**config.mk**
```make
export PLATFORM = sky130hd
export DESIGN_NAME = phshift_mc
export DESIGN_NICKNAME = d
export VERILOG_FILES = /design/src/rtl/phshift_mc_pkg.sv /design/src/rtl/phshift_mc_hist.sv /design/src/rtl/phshift_mc.sv
export SDC_FILE = /design/constraint.sdc
export NUM_CORES = 2
export LEC_CHECK = 0
export CORE_ASPECT_RATIO = 1.75
export CORE_MARGIN = 10
export CORE_UTILIZATION = 45
export CTS_CLUSTER_SIZE = 8
export DETAILED_ROUTE_END_ITERATION = 8
export GPL_TIMING_DRIVEN = 0
export HOLD_SLACK_MARGIN = 0.12
export PLACE_DENSITY = 0.58
export REMOVE_ABC_BUFFERS = 1
export SLEW_MARGIN = 15
export SYNTH_ARGS = -nofsm -noshare
export SYNTH_HDL_FRONTEND = slang
export SYNTH_SLANG_ARGS = --single-unit
```
**constraint.sdc**
```tcl
create_clock -name clk -period 8.7 [get_ports clk]
set_input_delay 2.61 -clock clk [delete_from_list [all_inputs] [get_ports clk]]
set_output_delay 2.61 -clock clk [all_outputs]
set_load 0.01 [all_outputs]
```
**src/rtl/phshift_mc_pkg.sv**
```systemverilog
// Shared constants for the multi-channel phase/gain shifter: Q-format unity,
// saturation bounds, rounding bias and the coefficient-select/swap encodings.
package phshift_mc_pkg;

  typedef enum logic {COEF_G1 = 1'b0, COEF_G2 = 1'b1} coef_sel_e;

  typedef enum logic {ST_IDLE = 1'b0, ST_PEND = 1'b1} swap_state_e;

  // Largest positive gain, i.e. just under +1.0 in Q1.(GW-1)
  function automatic int q_unity(input int gw);
    return (1 << (gw - 1)) - 1;
  endfunction

  function automatic int sat_hi(input int dw);
    return (1 << (dw - 1)) - 1;
  endfunction

  function automatic int sat_lo(input int dw);
    return -(1 << (dw - 1));
  endfunction

  function automatic int round_bias(input int gw);
    return 1 << (gw - 2);
  endfunction

endpackage

```
**src/rtl/phshift_mc_hist.sv**
```systemverilog
// Per-channel STEP-deep delay line; rd_data is the addressed channel's sample
// from STEP writes ago, read before the same-cycle write lands.
module phshift_mc_hist #(
  parameter int DW   = 16,
  parameter int NCH  = 4,
  parameter int CHW  = 2,
  parameter int STEP = 2
) (
  input  logic                 clk,
  input  logic                 rst,
  input  logic                 wr_en,
  input  logic [CHW-1:0]       ch,
  input  logic signed [DW-1:0] wr_data,
  output logic signed [DW-1:0] rd_data
);

  logic signed [DW-1:0] hist_q [NCH][STEP];
  logic signed [DW-1:0] hist_d [NCH][STEP];

  always_comb begin
    hist_d  = hist_q;
    rd_data = '0;
    for (int c = 0; c < NCH; c++) begin
      if (CHW'(c) == ch) begin
        rd_data = hist_q[c][STEP-1];
        if (wr_en) begin
          for (int k = STEP - 1; k > 0; k--) hist_d[c][k] = hist_q[c][k-1];
          hist_d[c][0] = wr_data;
        end
      end
    end
  end

  always_ff @(posedge clk) begin
    if (rst) hist_q <= '{default: '0};
    else     hist_q <= hist_d;
  end

endmodule

```
**src/rtl/phshift_mc.sv**
```systemverilog
// Multi-channel phase/gain shifter y = g1*x[n] + g2*x[n-STEP] with double-buffered
// coefficients swapped at frame sync. Define PHSHIFT_MC_ROUND_EN for round-half-up.
module phshift_mc
  import phshift_mc_pkg::*;
#(
  parameter int DW   = 16,
  parameter int GW   = 16,
  parameter int NCH  = 4,
  parameter int CHW  = 2,
  parameter int STEP = 2
) (
  input  logic                 clk,
  input  logic                 rst,
  input  logic signed [DW-1:0] d_in,
  input  logic                 d_in_valid,
  input  logic                 d_in_sync,
  output logic signed [DW-1:0] d_out,
  output logic                 d_out_valid,
  output logic                 d_out_sync,
  output logic [CHW-1:0]       d_out_ch,
  input  logic [CHW:0]         coef_addr,
  input  logic signed [GW-1:0] coef_data,
  input  logic                 coef_we,
  input  logic                 coef_swap,
  output logic                 swap_pending,
  output logic                 sat_flag,
  input  logic                 sat_clr
);

  localparam int PW = DW + GW;
  localparam int SW = PW + 1;
  localparam logic signed [SW-1:0] SAT_HI = SW'(sat_hi(DW));
  localparam logic signed [SW-1:0] SAT_LO = SW'(sat_lo(DW));

  swap_state_e state_q, state_d;
  logic signed [GW-1:0] shadow_q [2][NCH];
  logic signed [GW-1:0] shadow_d [2][NCH];
  logic signed [GW-1:0] active_q [2][NCH];
  logic signed [GW-1:0] active_d [2][NCH];
  logic [CHW-1:0] cnt_q, cnt_d, ch_cur;
  logic in_sync, apply;

  logic                 s1_valid_q, s1_valid_d, s1_sync_q, s1_sync_d;
  logic [CHW-1:0]       s1_ch_q, s1_ch_d;
  logic signed [DW-1:0] s1_x_q, s1_x_d, s1_xo_q, s1_xo_d, x_old;
  logic signed [GW-1:0] s1_g1_q, s1_g1_d, s1_g2_q, s1_g2_d;

  logic                 s2_valid_q, s2_valid_d, s2_sync_q, s2_sync_d;
  logic [CHW-1:0]       s2_ch_q, s2_ch_d;
  logic signed [PW-1:0] p1_q, p1_d, p2_q, p2_d;

  logic signed [SW-1:0] sum, shifted;
  logic                 clip_hi, clip_lo;
  logic signed [DW-1:0] d_out_q, d_out_d;
  logic                 d_out_valid_q, d_out_valid_d, d_out_sync_q, d_out_sync_d;
  logic [CHW-1:0]       d_out_ch_q, d_out_ch_d;
  logic                 sat_q, sat_d;

  phshift_mc_hist #(.DW(DW), .NCH(NCH), .CHW(CHW), .STEP(STEP)) u_hist (
    .clk     (clk),
    .rst     (rst),
    .wr_en   (d_in_valid),
    .ch      (ch_cur),
    .wr_data (d_in),
    .rd_data (x_old)
  );

  // Channel tracking, shadow writes and the atomic shadow->active copy
  always_comb begin
    in_sync = d_in_valid & d_in_sync;
    ch_cur  = in_sync ? '0 : cnt_q;
    cnt_d   = cnt_q;
    if (d_in_valid) cnt_d = (ch_cur == CHW'(NCH - 1)) ? '0 : ch_cur + CHW'(1);

    shadow_d = shadow_q;
    for (int c = 0; c < NCH; c++) begin
      if (coef_we && CHW'(c) == coef_addr[CHW-1:0]) begin
        if (coef_sel_e'(coef_addr[CHW]) == COEF_G1) shadow_d[0][c] = coef_data;
        else                                          shadow_d[1][c] = coef_data;
      end
    end

    apply    = in_sync & ((state_q == ST_PEND) | coef_swap);
    active_d = apply ? shadow_d : active_q;

    state_d = state_q;
    case (state_q)
      ST_IDLE: if (coef_swap && !in_sync) state_d = ST_PEND;
      ST_PEND: if (in_sync) state_d = ST_IDLE;
      default: state_d = ST_IDLE;
    endcase
  end

  // S1: capture sample, history tap and post-swap gains; S2: products
  always_comb begin
    s1_valid_d = d_in_valid;
    s1_sync_d  = in_sync;
    s1_ch_d    = ch_cur;
    s1_x_d     = d_in;
    s1_xo_d    = x_old;
    s1_g1_d    = '0;
    s1_g2_d    = '0;
    for (int c = 0; c < NCH; c++) begin
      if (CHW'(c) == ch_cur) begin
        s1_g1_d = active_d[0][c];
        s1_g2_d = active_d[1][c];
      end
    end

    s2_valid_d = s1_valid_q;
    s2_sync_d  = s1_sync_q;
    s2_ch_d    = s1_ch_q;
    p1_d       = PW'(s1_g1_q) * PW'(s1_x_q);
    p2_d       = PW'(s1_g2_q) * PW'(s1_xo_q);
  end

  // S3: sum, scale back to DW and clip
  always_comb begin
    sum = $signed({p1_q[PW-1], p1_q}) + $signed({p2_q[PW-1], p2_q});
`ifdef PHSHIFT_MC_ROUND_EN
    sum = sum + SW'(round_bias(GW));
`endif
    shifted = sum >>> (GW - 1);
    clip_hi = shifted > SAT_HI;
    clip_lo = shifted < SAT_LO;

    d_out_valid_d = s2_valid_q;
    d_out_sync_d  = s2_valid_q & s2_sync_q;
    d_out_ch_d    = s2_valid_q ? s2_ch_q : '0;
    d_out_d       = '0;
    if (s2_valid_q) begin
      if (clip_hi)      d_out_d = DW'(SAT_HI);
      else if (clip_lo) d_out_d = DW'(SAT_LO);
      else              d_out_d = shifted[DW-1:0];
    end
    sat_d = (sat_q & ~sat_clr) | (s2_valid_q & (clip_hi | clip_lo));
  end

  always_ff @(posedge clk) begin
    if (rst) begin
      state_q       <= ST_IDLE;
      shadow_q      <= '{default: '0};
      active_q      <= '{default: '0};
      cnt_q         <= '0;
      s1_valid_q    <= 1'b0;
      s1_sync_q     <= 1'b0;
      s1_ch_q       <= '0;
      s1_x_q        <= '0;
      s1_xo_q       <= '0;
      s1_g1_q       <= '0;
      s1_g2_q       <= '0;
      s2_valid_q    <= 1'b0;
      s2_sync_q     <= 1'b0;
      s2_ch_q       <= '0;
      p1_q          <= '0;
      p2_q          <= '0;
      d_out_q       <= '0;
      d_out_valid_q <= 1'b0;
      d_out_sync_q  <= 1'b0;
      d_out_ch_q    <= '0;
      sat_q         <= 1'b0;
    end else begin
      state_q       <= state_d;
      shadow_q      <= shadow_d;
      active_q      <= active_d;
      cnt_q         <= cnt_d;
      s1_valid_q    <= s1_valid_d;
      s1_sync_q     <= s1_sync_d;
      s1_ch_q       <= s1_ch_d;
      s1_x_q        <= s1_x_d;
      s1_xo_q       <= s1_xo_d;
      s1_g1_q       <= s1_g1_d;
      s1_g2_q       <= s1_g2_d;
      s2_valid_q    <= s2_valid_d;
      s2_sync_q     <= s2_sync_d;
      s2_ch_q       <= s2_ch_d;
      p1_q          <= p1_d;
      p2_q          <= p2_d;
      d_out_q       <= d_out_d;
      d_out_valid_q <= d_out_valid_d;
      d_out_sync_q  <= d_out_sync_d;
      d_out_ch_q    <= d_out_ch_d;
      sat_q         <= sat_d;
    end
  end

  assign d_out        = d_out_q;
  assign d_out_valid  = d_out_valid_q;
  assign d_out_sync   = d_out_sync_q;
  assign d_out_ch     = d_out_ch_q;
  assign swap_pending = (state_q == ST_PEND);
  assign sat_flag     = sat_q;

endmodule
```
==> metrics.log <==
INFO  metric run_status = complete, no violations
INFO  metric grt_pass1_vias = 29,490
INFO  metric yosys_register_bits = 544
INFO  metric critPathLaunchType = register
INFO  metric finalClockSkew = 0.03349 ns
INFO  metric core_area = 0.08678 mm2
INFO  metric layout.cells.non_filler = 5,472
INFO  metric initial_core_util = 0.4530
INFO  metric wire_per_inst = 18.36 um
INFO  metric vdd_ir_drop_max = 0.1490 mV
INFO  metric drt_first_pass_iters = 8
INFO  metric drt_drc_violations_left = 0
INFO  metric yosysWarnings = 0
INFO  metric post_drt_via_cell_ratio = 5.194
INFO  metric dp_hpwl = 74.71 mm
INFO  metric ys_seq_area_frac = 0.2770
INFO  metric synth_compound_gate_area_share = 0.09535
INFO  metric grt_start_max_net_pins = 133
INFO  metric routed_wirelength = 100.5 mm
INFO  metric worstReg2RegStart = s1_xo_q[7]$_SDFF_PP0_
INFO  metric portBuffers = 63
INFO  metric num_rows = 143
INFO  metric first_pass_grt_wire_length = 161.2 mm
INFO  metric timing_max_transition_violations_final = 0
INFO  metric power_leakage = 19.87 nW
INFO  metric ant_nets = 0
INFO  metric dp.cells = 5,379
INFO  metric unrepaired_setup_endpoints_after_global_routing = no
INFO  metric numClockSinks = 544
INFO  metric required_time_of_the_critical_path = 9.20 ns
INFO  metric post_synth_and_or_nand_nor_area_fraction = 0.1667
INFO  metric area_delta_synth_final = 9.860%
INFO  metric synth-edff-count = 0
INFO  metric grt_util_all_layers = 0.2040
INFO  metric gr-total-overflow = 0
INFO  metric clock_latency = 0.64 ns
INFO  metric finalNetCount = 5,064
INFO  metric powerDensity = 140.4 mW/mm2
INFO  metric maxClockFrequency = 137.2 MHz
INFO  metric timing.critical_path.arrival = 7.79 ns
INFO  metric crit_type = reg2reg
INFO  metric hold_buffer_count_at_cts = 0
INFO  metric synth.lib_cells_used.distinct = 71
INFO  metric timing.rr.end = p2_q[30]$_SDFF_PP0_
INFO  metric synth_top_family_by_area = adder cells
INFO  metric setup_viol = 0
INFO  metric critical_path_peak_fanout = 16
INFO  metric mappedNetlistArea = 0.03931 mm2
INFO  metric die_height = 411.0 um
INFO  metric timing.critical_path.to_type = register
INFO  metric tritoncts = yes
INFO  metric timing.final.hold_violations = 0
INFO  metric cts_resized = 0
INFO  metric post-cts-setup-buffer-count = 0
INFO  metric synth-main-ff-cell = sky130_fd_sc_hd__dfxtp_1
INFO  metric synth.mux.area_fraction = 0.03313
INFO  metric worst-slew-pin-transition = 1.238 ns
INFO  metric ios = 64
INFO  metric cts.clk_slew.worst_paths = 0.05 ns
INFO  metric detailedRoute.firstIterationViolations = 1,467
INFO  metric ff2ff_path_depth = 22
INFO  metric clock_tree.buffer_depth = 3
INFO  metric post_layout_minimum_cycle_time = 7.291 ns
INFO  metric drive_above_1_share = 0.03668
INFO  metric yosys.area_share.adder = 0.3302
INFO  metric timing.hold.worst_endpoint = d_out_sync$_SDFF_PP0_
INFO  metric holdCritPathClass = reg2reg
INFO  metric total_power = 6.065 mW
INFO  metric max_cap_viol_count = 0
INFO  metric holdPathStages = 1
INFO  metric max-slew-margin-rel = 0.1733
INFO  metric syn_avg_cell_area = 8.998 um2
INFO  metric cts_buffers = 78
INFO  metric antenna_found_initial = 7
INFO  metric timing.hold.worst.start = s2_sync_q$_SDFF_PP0_
INFO  metric vias = 28,420
INFO  metric area_share_of_xor_xnor_cells_in_the_synthesized_design = 0.01782
INFO  metric async_reset_ff_frac = 0
INFO  metric cts_root_buf = sky130_fd_sc_hd__clkbuf_16
INFO  metric worst-r2r-setup-slack = 1.41 ns
INFO  metric post_syn_instances = 4,369
INFO  metric die_area = 0.1001 mm2
INFO  metric routabilityCongestion = 0.8551
INFO  metric htreeDepth = 3
INFO  metric die_width = 243.4 um
INFO  metric fin_crit_sh = 0.8380
## flip-flops by register name, indices dropped and copies added (netlist names), 2 cells and up
name and cells:
cnt_q 2, d_out 16, s1_g1_q 16, d_out_ch 2, u_hist.hist_q 128, s1_g2_q 16
s2_ch_q 2, active_q 128, s1_xo_q 16, p1_q 32, s1_x_q 16, shadow_q 128
p2_q 32, s1_ch_q 2
## kinds of logic (layout without fill, tap and decap cells)
logic type / after synthesis / count (layout)
and+or+nand+nor: 1452 / 1452
buffers and inverters: 828 / 766
adders and majority gates: 723 / 723
AOI/OAI and AO/OA: 612 / 612
DFF: 544 / 544
muxes: 130 / 130
xor gates and xnor gates: 80 / 80
other: 0 / 5
## how the worst max path moves through the flow
stage | slack, ns | endpoint | cells after the start | start
global route | 1.20 | p2_q[30]$_SDFF_PP0_ | 22 | s1_xo_q[7]$_SDFF_PP0_
global placement | -20.92 | s1_g2_q[7]$_SDFF_PP0_ | 3 | rst
detailed placement | 1.53 | p2_q[30]$_SDFF_PP0_ | 22 | s1_xo_q[7]$_SDFF_PP0_
finish | 1.41 | p2_q[30]$_SDFF_PP0_ | 22 | s1_xo_q[7]$_SDFF_PP0_
floorplan | 2.36 | s1_g1_q[15]$_SDFF_PP0_ | 6 | coef_addr[2]
CTS | 1.49 | p2_q[30]$_SDFF_PP0_ | 22 | s1_xo_q[7]$_SDFF_PP0_
## per-stage QoR
stage / worst slack [ns] / setup TNS [ns] / cell area, um2 / util / hold WS [ns]
2_1_floorplan: 2.358 / 0 / 38380 / - / 0.4057
3_3_place_gp: -20.92 / -4733.12 / 40460 / 0.4662 / 0.4220
3_5_place_dp: 1.529 / 0 / 41070 / 0.4733 / 0.4256
4_1_cts: 1.495 / 0 / 43180 / 0.4975 / 0.4369
5_1_grt: 1.199 / 0 / 43190 / 0.4977 / 0.4560
6_report: 1.409 / 0 / 43190 / 0.4977 / 0.4326
## cells in the mapped netlist (all sizes together) (3+ instances only)
cell type | instances | area [um2]
a2111oi | 3 | 26.28
a211oi | 41 | 312.8
a21o | 26 | 195.2
a21oi | 308 | 1541
a221oi | 35 | 312.8
a22o | 22 | 192.7
a31oi | 7 | 58.81
and2 | 259 | 1623
and3 | 12 | 81.33
buf | 44 | 193.9
clkbuf | 198 | 743.2
dfxtp | 544 | 10890
fa | 524 | 10490
ha | 199 | 2490
inv | 586 | 2200
mux2i | 129 | 1291
nand2 | 610 | 2290
nand2b | 13 | 81.33
nand3 | 16 | 80.08
nand4 | 4 | 25.02
nor2 | 408 | 1539
nor2b | 99 | 619.3
nor3 | 12 | 65.06
nor3b | 3 | 22.52
o2111ai | 5 | 50.04
o211ai | 3 | 22.52
o21a | 7 | 52.55
o21ai | 111 | 604.3
o21bai | 13 | 97.59
o22a | 10 | 87.58
o31ai | 4 | 40.03
or2 | 4 | 25.02
or3 | 3 | 23.77
xnor2 | 52 | 455.4
xor2 | 28 | 245.2
## layout make-up
cell class,instances,area [um2]
tap,1160,1451
inverter,586,2200
sequential,544,10890
fill,8322,43590
antenna,5,12.51
clock inverter,6,135.1
multi-input combinational,2997,25400
timing repair buffer,92,1137
clock buffer,82,1967
## layout by cell type (no fill, tap or decap), types with 4 or more instances in the layout
master	n
sky130_fd_sc_hd__a21o_1	26
sky130_fd_sc_hd__o22a_1	10
sky130_fd_sc_hd__a22o_1	22
sky130_fd_sc_hd__nand4_1	4
sky130_fd_sc_hd__a31oi_1	6
sky130_fd_sc_hd__ha_1	196
sky130_fd_sc_hd__mux2i_1	129
sky130_fd_sc_hd__buf_16	9
sky130_fd_sc_hd__nand2b_1	13
sky130_fd_sc_hd__and3_1	10
sky130_fd_sc_hd__nand2_1	609
sky130_fd_sc_hd__inv_1	586
sky130_fd_sc_hd__nor2b_1	98
sky130_fd_sc_hd__buf_12	4
sky130_fd_sc_hd__o21ai_2	10
sky130_fd_sc_hd__buf_8	4
sky130_fd_sc_hd__buf_6	9
sky130_fd_sc_hd__a221oi_1	34
sky130_fd_sc_hd__nand3_1	16
sky130_fd_sc_hd__clkbuf_1	4
sky130_fd_sc_hd__nor2_1	405
sky130_fd_sc_hd__diode_2	5
sky130_fd_sc_hd__o21a_1	7
sky130_fd_sc_hd__a211oi_1	40
sky130_fd_sc_hd__clkdlybuf4s50_1	62
sky130_fd_sc_hd__o21bai_1	13
sky130_fd_sc_hd__fa_1	524
sky130_fd_sc_hd__nor3_1	11
sky130_fd_sc_hd__a21oi_1	308
sky130_fd_sc_hd__and2_1	256
sky130_fd_sc_hd__o21ai_0	97
sky130_fd_sc_hd__clkbuf_16	78
sky130_fd_sc_hd__xor2_1	28
sky130_fd_sc_hd__o2111ai_1	4
sky130_fd_sc_hd__xnor2_1	52
sky130_fd_sc_hd__dfxtp_1	544
## metal layers
metal  wire (um)  part of all wire  global-route usage
met5          13           0.00013                   0
met4        3626             0.036             0.08621
met1       39160              0.39              0.2292
met3        3393             0.034             0.02569
met2       54290              0.54              0.3802
## worst max-delay path: stages, from the launching register on
cell                       delay [ns]
sky130_fd_sc_hd__dfxtp_1         1.13
sky130_fd_sc_hd__nand2_1         0.19
sky130_fd_sc_hd__fa_1            0.59
sky130_fd_sc_hd__inv_1           0.05
sky130_fd_sc_hd__fa_1            0.49
sky130_fd_sc_hd__inv_1           0.06
sky130_fd_sc_hd__fa_1            0.53
sky130_fd_sc_hd__inv_1           0.05
sky130_fd_sc_hd__fa_1            0.49
sky130_fd_sc_hd__fa_1            0.50
sky130_fd_sc_hd__inv_1           0.05
sky130_fd_sc_hd__fa_1            0.48
sky130_fd_sc_hd__inv_1           0.04
sky130_fd_sc_hd__ha_1            0.33
sky130_fd_sc_hd__and3_1          0.23
sky130_fd_sc_hd__a221oi_1        0.30
sky130_fd_sc_hd__nor2b_1         0.11
sky130_fd_sc_hd__a311oi_1        0.50
sky130_fd_sc_hd__o21ai_1         0.21
sky130_fd_sc_hd__a221oi_1        0.42
sky130_fd_sc_hd__o21ai_1         0.17
sky130_fd_sc_hd__xnor2_1         0.16
sky130_fd_sc_hd__nor2_1          0.05
## report_power, final
part | internal [mW] | switching (mW)
registers | 2.57 | 0.0951
logic | 0.266 | 0.439
clock network | 1.62 | 1.07
Note: power is estimated with default switching activity, not from simulation.
